## src/rtl/order_book_topn.sv

```systemverilog
// Top-N book for one side: keeps the best DEPTH orders sorted by price with time priority.
// Optional saturating drop/evict/miss counters are enabled by defining ORDER_BOOK_STATS_EN.
module order_book_topn #(
  parameter int DEPTH    = 4,
  parameter int ID_W     = 32,
  parameter int QTY_W    = 32,
  parameter int PRICE_W  = 64,
  parameter int SIDE_BID = 1,
  localparam int CW      = $clog2(DEPTH + 1)
) (
  input  logic                       clk,
  input  logic                       reset,
  // valid/ready: a message transfers on a rising edge where msg_valid and msg_ready are both high;
  // msg_ready is high only while idle, and the fields are captured on that edge.
  input  logic                       msg_valid,
  output logic                       msg_ready,
  input  logic [7:0]                 msg_type,
  input  logic                       msg_side,
  input  logic [ID_W-1:0]            msg_order_id,
  input  logic [QTY_W-1:0]           msg_qty,
  input  logic [PRICE_W-1:0]         msg_price,
  output logic [DEPTH*ID_W-1:0]      top_order_id,
  output logic [DEPTH*QTY_W-1:0]     top_qty,
  output logic [DEPTH*PRICE_W-1:0]   top_price,
  output logic [DEPTH-1:0]           top_valid,
  output logic [CW-1:0]              level_count,
  output logic                       upd_done,
  output logic                       id_miss,
`ifdef ORDER_BOOK_STATS_EN
  output logic [15:0]                drop_cnt,
  output logic [15:0]                evict_cnt,
  output logic [15:0]                miss_cnt,
`endif
  output logic [1:0]                 dbg_state
);

  localparam logic [7:0] T_ADD = 8'h41;
  localparam logic [7:0] T_CXL = 8'h58;
  localparam logic [7:0] T_EXE = 8'h45;
  localparam logic [7:0] T_DEL = 8'h44;
  localparam logic       SIDE_SEL = (SIDE_BID != 0);

  typedef enum logic [1:0] {S_IDLE = 2'd0, S_SEARCH = 2'd1, S_UPDATE = 2'd2} state_t;
  state_t state_q, state_d;

  logic [7:0]         m_type_q;
  logic               m_side_q;
  logic [ID_W-1:0]    m_id_q;
  logic [QTY_W-1:0]   m_qty_q;
  logic [PRICE_W-1:0] m_price_q;

  logic [ID_W-1:0]    id_q    [DEPTH];
  logic [ID_W-1:0]    id_d    [DEPTH];
  logic [QTY_W-1:0]   qty_q   [DEPTH];
  logic [QTY_W-1:0]   qty_d   [DEPTH];
  logic [PRICE_W-1:0] price_q [DEPTH];
  logic [PRICE_W-1:0] price_d [DEPTH];
  logic [DEPTH-1:0]   valid_q, valid_d;

  logic [CW-1:0]      idx_q;
  logic               found_q;
  logic               upd_done_q, id_miss_q;

  logic [CW-1:0]      cnt, ins_idx, match_idx;
  logic               match_hit;
  logic [QTY_W-1:0]   tgt_qty;
  logic               filt, is_add, is_xe, is_del;
  logic               drop, ins, evict, miss, rem, red;

  function automatic logic is_better(input logic [PRICE_W-1:0] a, input logic [PRICE_W-1:0] b);
    return SIDE_SEL ? (a > b) : (a < b);
  endfunction

  // Parallel compare of the latched message against every occupied level; lowest index wins.
  always_comb begin
    cnt       = '0;
    ins_idx   = '0;
    match_idx = '0;
    match_hit = 1'b0;
    for (int k = 0; k < DEPTH; k++) cnt = cnt + CW'(valid_q[k]);
    ins_idx = cnt;
    for (int k = DEPTH - 1; k >= 0; k--) begin
      if (valid_q[k] && is_better(m_price_q, price_q[k])) ins_idx = CW'(k);
      if (valid_q[k] && (id_q[k] == m_id_q)) begin
        match_idx = CW'(k);
        match_hit = 1'b1;
      end
    end
  end

  always_comb begin
    state_d   = state_q;
    msg_ready = 1'b0;
    case (state_q)
      S_IDLE: begin
        msg_ready = 1'b1;
        if (msg_valid) state_d = S_SEARCH;
      end
      S_SEARCH: state_d = S_UPDATE;
      S_UPDATE: state_d = S_IDLE;
      default:  state_d = S_IDLE;
    endcase
  end

  always_comb begin
    tgt_qty = '0;
    for (int k = 0; k < DEPTH; k++)
      if (idx_q == CW'(k)) tgt_qty = qty_q[k];
    filt   = (m_side_q != SIDE_SEL) ||
             !((m_type_q == T_ADD) || (m_type_q == T_CXL) ||
               (m_type_q == T_EXE) || (m_type_q == T_DEL));
    is_add = !filt && (m_type_q == T_ADD);
    is_xe  = !filt && ((m_type_q == T_CXL) || (m_type_q == T_EXE));
    is_del = !filt && (m_type_q == T_DEL);
    drop   = is_add && ((m_qty_q == '0) || (idx_q == CW'(DEPTH)));
    ins    = is_add && !drop;
    evict  = ins && valid_q[DEPTH-1];
    miss   = (is_xe || is_del) && !found_q;
    rem    = found_q && (is_del || (is_xe && (m_qty_q >= tgt_qty)));
    red    = found_q && is_xe && (m_qty_q < tgt_qty);
  end

  // Insert shifts levels at and below idx down by one; remove shifts them up and zero-fills the tail.
  always_comb begin
    valid_d = valid_q;
    for (int k = 0; k < DEPTH; k++) begin
      id_d[k]    = id_q[k];
      qty_d[k]   = qty_q[k];
      price_d[k] = price_q[k];
      if (ins) begin
        if (CW'(k) == idx_q) begin
          id_d[k]    = m_id_q;
          qty_d[k]   = m_qty_q;
          price_d[k] = m_price_q;
          valid_d[k] = 1'b1;
        end else if (CW'(k) > idx_q) begin
          id_d[k]    = id_q[(k > 0) ? k - 1 : 0];
          qty_d[k]   = qty_q[(k > 0) ? k - 1 : 0];
          price_d[k] = price_q[(k > 0) ? k - 1 : 0];
          valid_d[k] = valid_q[(k > 0) ? k - 1 : 0];
        end
      end else if (rem) begin
        if (CW'(k) >= idx_q) begin
          if (k == DEPTH - 1) begin
            id_d[k]    = '0;
            qty_d[k]   = '0;
            price_d[k] = '0;
            valid_d[k] = 1'b0;
          end else begin
            id_d[k]    = id_q[(k < DEPTH - 1) ? k + 1 : k];
            qty_d[k]   = qty_q[(k < DEPTH - 1) ? k + 1 : k];
            price_d[k] = price_q[(k < DEPTH - 1) ? k + 1 : k];
            valid_d[k] = valid_q[(k < DEPTH - 1) ? k + 1 : k];
          end
        end
      end else if (red && (CW'(k) == idx_q)) begin
        qty_d[k] = qty_q[k] - m_qty_q;
      end
    end
  end

  always_ff @(posedge clk or posedge reset) begin
    if (reset) begin
      state_q    <= S_IDLE;
      m_type_q   <= '0;
      m_side_q   <= 1'b0;
      m_id_q     <= '0;
      m_qty_q    <= '0;
      m_price_q  <= '0;
      idx_q      <= '0;
      found_q    <= 1'b0;
      upd_done_q <= 1'b0;
      id_miss_q  <= 1'b0;
      valid_q    <= '0;
      for (int k = 0; k < DEPTH; k++) begin
        id_q[k]    <= '0;
        qty_q[k]   <= '0;
        price_q[k] <= '0;
      end
    end else begin
      state_q    <= state_d;
      upd_done_q <= (state_q == S_UPDATE);
      id_miss_q  <= (state_q == S_UPDATE) && miss;
      if ((state_q == S_IDLE) && msg_valid) begin
        m_type_q  <= msg_type;
        m_side_q  <= msg_side;
        m_id_q    <= msg_order_id;
        m_qty_q   <= msg_qty;
        m_price_q <= msg_price;
      end
      if (state_q == S_SEARCH) begin
        idx_q   <= (m_type_q == T_ADD) ? ins_idx : match_idx;
        found_q <= match_hit;
      end
      if (state_q == S_UPDATE) begin
        valid_q <= valid_d;
        for (int k = 0; k < DEPTH; k++) begin
          id_q[k]    <= id_d[k];
          qty_q[k]   <= qty_d[k];
          price_q[k] <= price_d[k];
        end
      end
    end
  end

`ifdef ORDER_BOOK_STATS_EN
  logic [15:0] drop_cnt_q, evict_cnt_q, miss_cnt_q;

  always_ff @(posedge clk or posedge reset) begin
    if (reset) begin
      drop_cnt_q  <= '0;
      evict_cnt_q <= '0;
      miss_cnt_q  <= '0;
    end else if (state_q == S_UPDATE) begin
      if (drop  && (drop_cnt_q  != 16'hFFFF)) drop_cnt_q  <= drop_cnt_q + 16'd1;
      if (evict && (evict_cnt_q != 16'hFFFF)) evict_cnt_q <= evict_cnt_q + 16'd1;
      if (miss  && (miss_cnt_q  != 16'hFFFF)) miss_cnt_q  <= miss_cnt_q + 16'd1;
    end
  end

  assign drop_cnt  = drop_cnt_q;
  assign evict_cnt = evict_cnt_q;
  assign miss_cnt  = miss_cnt_q;
`endif

  always_comb begin
    top_order_id = '0;
    top_qty      = '0;
    top_price    = '0;
    for (int k = 0; k < DEPTH; k++) begin
      top_order_id[k*ID_W +: ID_W]     = id_q[k];
      top_qty[k*QTY_W +: QTY_W]        = qty_q[k];
      top_price[k*PRICE_W +: PRICE_W]  = price_q[k];
    end
  end

  assign top_valid   = valid_q;
  assign level_count = cnt;
  assign upd_done    = upd_done_q;
  assign id_miss     = id_miss_q;
  assign dbg_state   = state_q;

endmodule

```

## config.mk

```make
export PLATFORM = sky130hd
export DESIGN_NAME = order_book_topn
export DESIGN_NICKNAME = d
export VERILOG_FILES = /design/src/rtl/order_book_topn.sv
export SDC_FILE = /design/constraint.sdc
export NUM_CORES = 2
export LEC_CHECK = 0
export CELL_PAD_IN_SITES_DETAIL_PLACEMENT = 1
export CELL_PAD_IN_SITES_GLOBAL_PLACEMENT = 1
export CORE_MARGIN = 4
export CORE_UTILIZATION = 45
export DETAILED_ROUTE_END_ITERATION = 8
export HOLD_SLACK_MARGIN = 0.12
export PLACE_DENSITY = 0.85
export SYNTH_ARGS = -nofsm -noshare
export SYNTH_HDL_FRONTEND = slang
export SYNTH_SLANG_ARGS = --single-unit
```

## constraint.sdc

```tcl
create_clock -name clk -period 49.7 [get_ports clk]
set_input_delay 9.94 -clock clk [delete_from_list [all_inputs] [get_ports clk]]
set_output_delay 9.94 -clock clk [all_outputs]
set_load 0.005 [all_outputs]
```

==> flow_summary.json <==
{
  "die_h_um": 333,
  "hp-class": "register to register",
  "switchingPower_w": 0.000772,
  "crit_top_cell": "buf_4",
  "final_max_slew_viol_count": 0,
  "fin_nets": 6764,
  "setup_ws_ns": 36.59,
  "syn_area_mm2": 0.0476,
  "cp.arrival_ns": 13.77,
  "fmax_mhz": 76.3,
  "ir_drop_mv": 0.0269,
  "hold_viol_final": 0,
  "avgSynthCellArea_um2": 8.25,
  "cts_hold_buf": 0,
  "fin_area_mm2": 0.0579,
  "postCtsSetupBuffers": 0,
  "synth_edf_count": 0,
  "syn_inst": 5763,
  "via_count": 48900,
  "ff2ff_path_depth": 16,
  "fillers": 12400,
  "ff2ff_setup_slack_ns": 42.45,
  "status": "completed",
  "grt_max_degree": 142,
  "grt_pass1_wl_um": 322000,
  "placed_area_mm2": 0.0551,
  "numPortBuffers": 663,
  "skew_ns": 0.0274,
  "cell_internal_pwr_w": 0.00124,
  "cts.sinks": 661,
  "clock_latency_ns": 0.68,
  "postSynth.asyncResetShare_pct": 100,
  "die_x_um": 333,
  "routed_wl_um": 213000,
  "place_congestion": 0.971,
  "syn_nets": 6322,
  "cts_resized": 0,
  "post_drt_wl_per_cell_um": 27.8,
  "place_hpwl_um": 149000,
  "layout-drive-gt1-share_pct": 5.65,
  "grt_usage_pct": 37.1,
  "start_util_pct": 45.6,
  "fin_crit_ns": 13.11,
  "synth-seq-cells": 661,
  "hold_depth": 1,
  "ant_nets": 0,
  "max_stage_delay_ns": 0.89,
  "swShare_pct": 38.3,
  "ys.flop_type": "dfrtp_1",
  "clockBufferDepth": 3,
  "antenna_found_initial": 13,
  "ys_seq_area_share_pct": 34.8,
  "crit_chain": "clkdlybuf4s50_1, inv_8, buf_4, buf_4, buf_4",
  "clk_pin_slew_worst_paths_ns": 0.06,
  "p_clk_share_pct": 31.2,
  "rr_startpoint": "idx_q[0]",
  "setup_viol_count_final": 0,
  "yosysUniqueCellTypes": 75,
  "htree_levels": 3,
  "rr_endpoint": "top_order_id[60]",
  "grt_pass1_vias": 51900,
  "tritoncts": "built",
  "io-pin-count": 664,
  "multi_input_area_mm2": 0.0285,
  "power_leakage_nw": 23.4,
  "area_growth_pct": 21.7,
  "max_cap_violations": 0,
  "numCtsBuffers": 82,
  "fin_hold_ws_ns": 0.517,
  "worstHoldEndpoint": "m_type_q[5]",
  "root_buffer": "clkbuf_16",
  "rows": 118,
  "tns_ns": 0,
  "vias_per_cell": 6.39,
  "die_area_mm2": 0.111,
  "cp_max_fo": 93,
  "total_power_w": 0.00201,
  "seq_area_mm2": 0.0165,
  "drc": 0,
  "overflow": 0,
  "yosys_warnings": 0,
  "period_share_pct": 26.4,
  "pwr-share-comb_pct": 33.5,
  "pre_cts_ws_ns": 35.80,
  "crit_path_end_kind": "asynchronous set/reset pin",
  "start_kind": "input pin",
  "worstMarginPinSlew_ns": 1.25,
  "coreArea_mm2": 0.104,
  "crit_required_ns": 50.36,
  "dr.pass1.iters": 6,
  "cp_slowest_cell": "buf_4",
  "power_density_mw_per_mm2": 34.8,
  "crit_type": "input pin to asynchronous set/reset pin",
  "p_seq_share_pct": 35.3,
  "max_slew_margin_pct": 16.7,
  "rsz0062_at_grt": "no",
  "hp-start": "m_type_q[5]",
  "drtIter0Drc": 4621
}
==> synth_stat cells, drive strengths merged, types with 4 or more instances <==
cell / count / area share, %
xnor2: 157 / 2.9
nor4: 30 / 0.41
mux2i: 143 / 3.0
a21oi: 814 / 8.6
or3: 6 / 0.079
o2111ai: 4 / 0.074
or4: 5 / 0.079
clkbuf: 317 / 2.5
inv: 324 / 2.6
and2: 9 / 0.12
or2: 9 / 0.12
a21o: 143 / 2.3
xor2: 75 / 1.4
nor4b: 5 / 0.092
nand2: 1063 / 8.4
and3: 17 / 0.22
mux4: 32 / 1.5
nand3: 36 / 0.38
o21a: 23 / 0.36
a2111oi: 5 / 0.092
o21bai: 14 / 0.22
a221oi: 77 / 1.4
nand4: 98 / 1.3
o31a: 5 / 0.092
nor2b: 41 / 0.54
nor2: 266 / 2.1
fa: 5 / 0.21
buf: 45 / 0.42
a211oi: 81 / 1.3
o31ai: 110 / 1.7
ha: 414 / 11
a221o: 4 / 0.084
a31oi: 33 / 0.43
nand3b: 4 / 0.063
dfrtp: 661 / 35
nand2b: 54 / 0.71
and4: 6 / 0.11
nor3: 38 / 0.40
mux2: 106 / 2.5
o21ai: 420 / 4.4
a22oi: 5 / 0.079
o211ai: 10 / 0.16
o41ai: 7 / 0.17
==> cells in the final DEF, fill, tap and decap left out, drive strengths merged, types with 11 or more instances in the layout <==
master,instances
inv,326
nor3,38
xor2,75
o21ai,420
dfrtp,661
clkinv,11
buf,57
mux2i,143
a21oi,814
o31ai,110
and3,17
o21a,23
nand2b,54
mux4,32
nand2,1063
nor2b,41
clkdlybuf4s50,663
o21bai,14
nor2,266
ha,414
a21o,143
nor4,30
nand3,36
a31oi,33
clkbuf,129
xnor2,157
nand4,98
a221oi,77
mux2,106
a211oi,81
==> layout make-up <==
cell class / count / area share, %
diodes: 10 / 0.0432
multi-input cells: 4416 / 49.3
well taps: 1380 / 2.98
clock inverters: 18 / 0.447
flip-flops and latches: 661 / 28.6
inverters: 324 / 2.11
clock buffers: 129 / 4.31
repair buffers: 720 / 12.2
==> stage by stage <==
stage	cells	util (%)
floorplan	5763	-
finish	7658	55.5
CTS	7648	55.5
global placement	7501	52.9
detailed placement	7501	52.9
global route	7656	55.5
==> registers in the layout (all words and copies together), names as in the netlist <==
register	flops
m_side_q	1
top_valid	4
m_qty_q	32
top_order_id	128
top_price	256
m_id_q	32
m_price_q	64
id_miss	1
m_type_q	8
top_qty	128
found_q	1
dbg_state	2
idx_q	3
upd_done	1
==> how the worst max path moves through the flow <==
stage | startpoint | slack, ns | to
after floorplan | reset | 21.24 | dbg_state[0]
after global placement | reset | 35.86 | top_price[151]
after detailed placement | reset | 35.80 | m_price_q[25]
after CTS | reset | 36.52 | m_price_q[25]
after global routing | reset | 36.15 | m_price_q[25]
final | reset | 36.59 | top_price[153]
==> critical path, delay by kind of cell <==
kind                   cells  cell delay [ns]
buffers and inverters      5             3.58
==> layer usage <==
metal,wire (um),share of wire (%),GRT usage [%],up-vias
met2,98400,46,59.9,2329
li1,-,-,-,21200
met4,14000,6.6,21.4,2
met3,17900,8.4,8.30,657
met5,13,0.0061,0,-
met1,82900,39,45.9,24800
==> power by group through the flow <==
stage	sequential, W	combinational (W)	clock, W
2_1_floorplan	0.000648	0.000456	0
3_3_place_gp	0.000711	0.000621	0
3_5_place_dp	0.000714	0.000655	0
4_1_cts	0.000706	0.000664	0.000633
5_1_grt	0.000717	0.000737	0.000656
6_report	0.000710	0.000675	0.000629
==> cells by family (layout without fill, tap and decap cells) <==
kind of cell    after synthesis  in the layout  share of synthesized area (%)
compound gates             1789           1789                           22.1
xor+xnor                    232            232                           4.27
fa+ha+maj                   419            419                           11.1
buf+inv                     686           1191                           5.48
flops                       661            661                           34.8
mux                         281            281                           7.03
other cells                   0             10                              0
simple gates               1695           1695                           15.3
No activity file was read; power rests on OpenSTA's default activity.
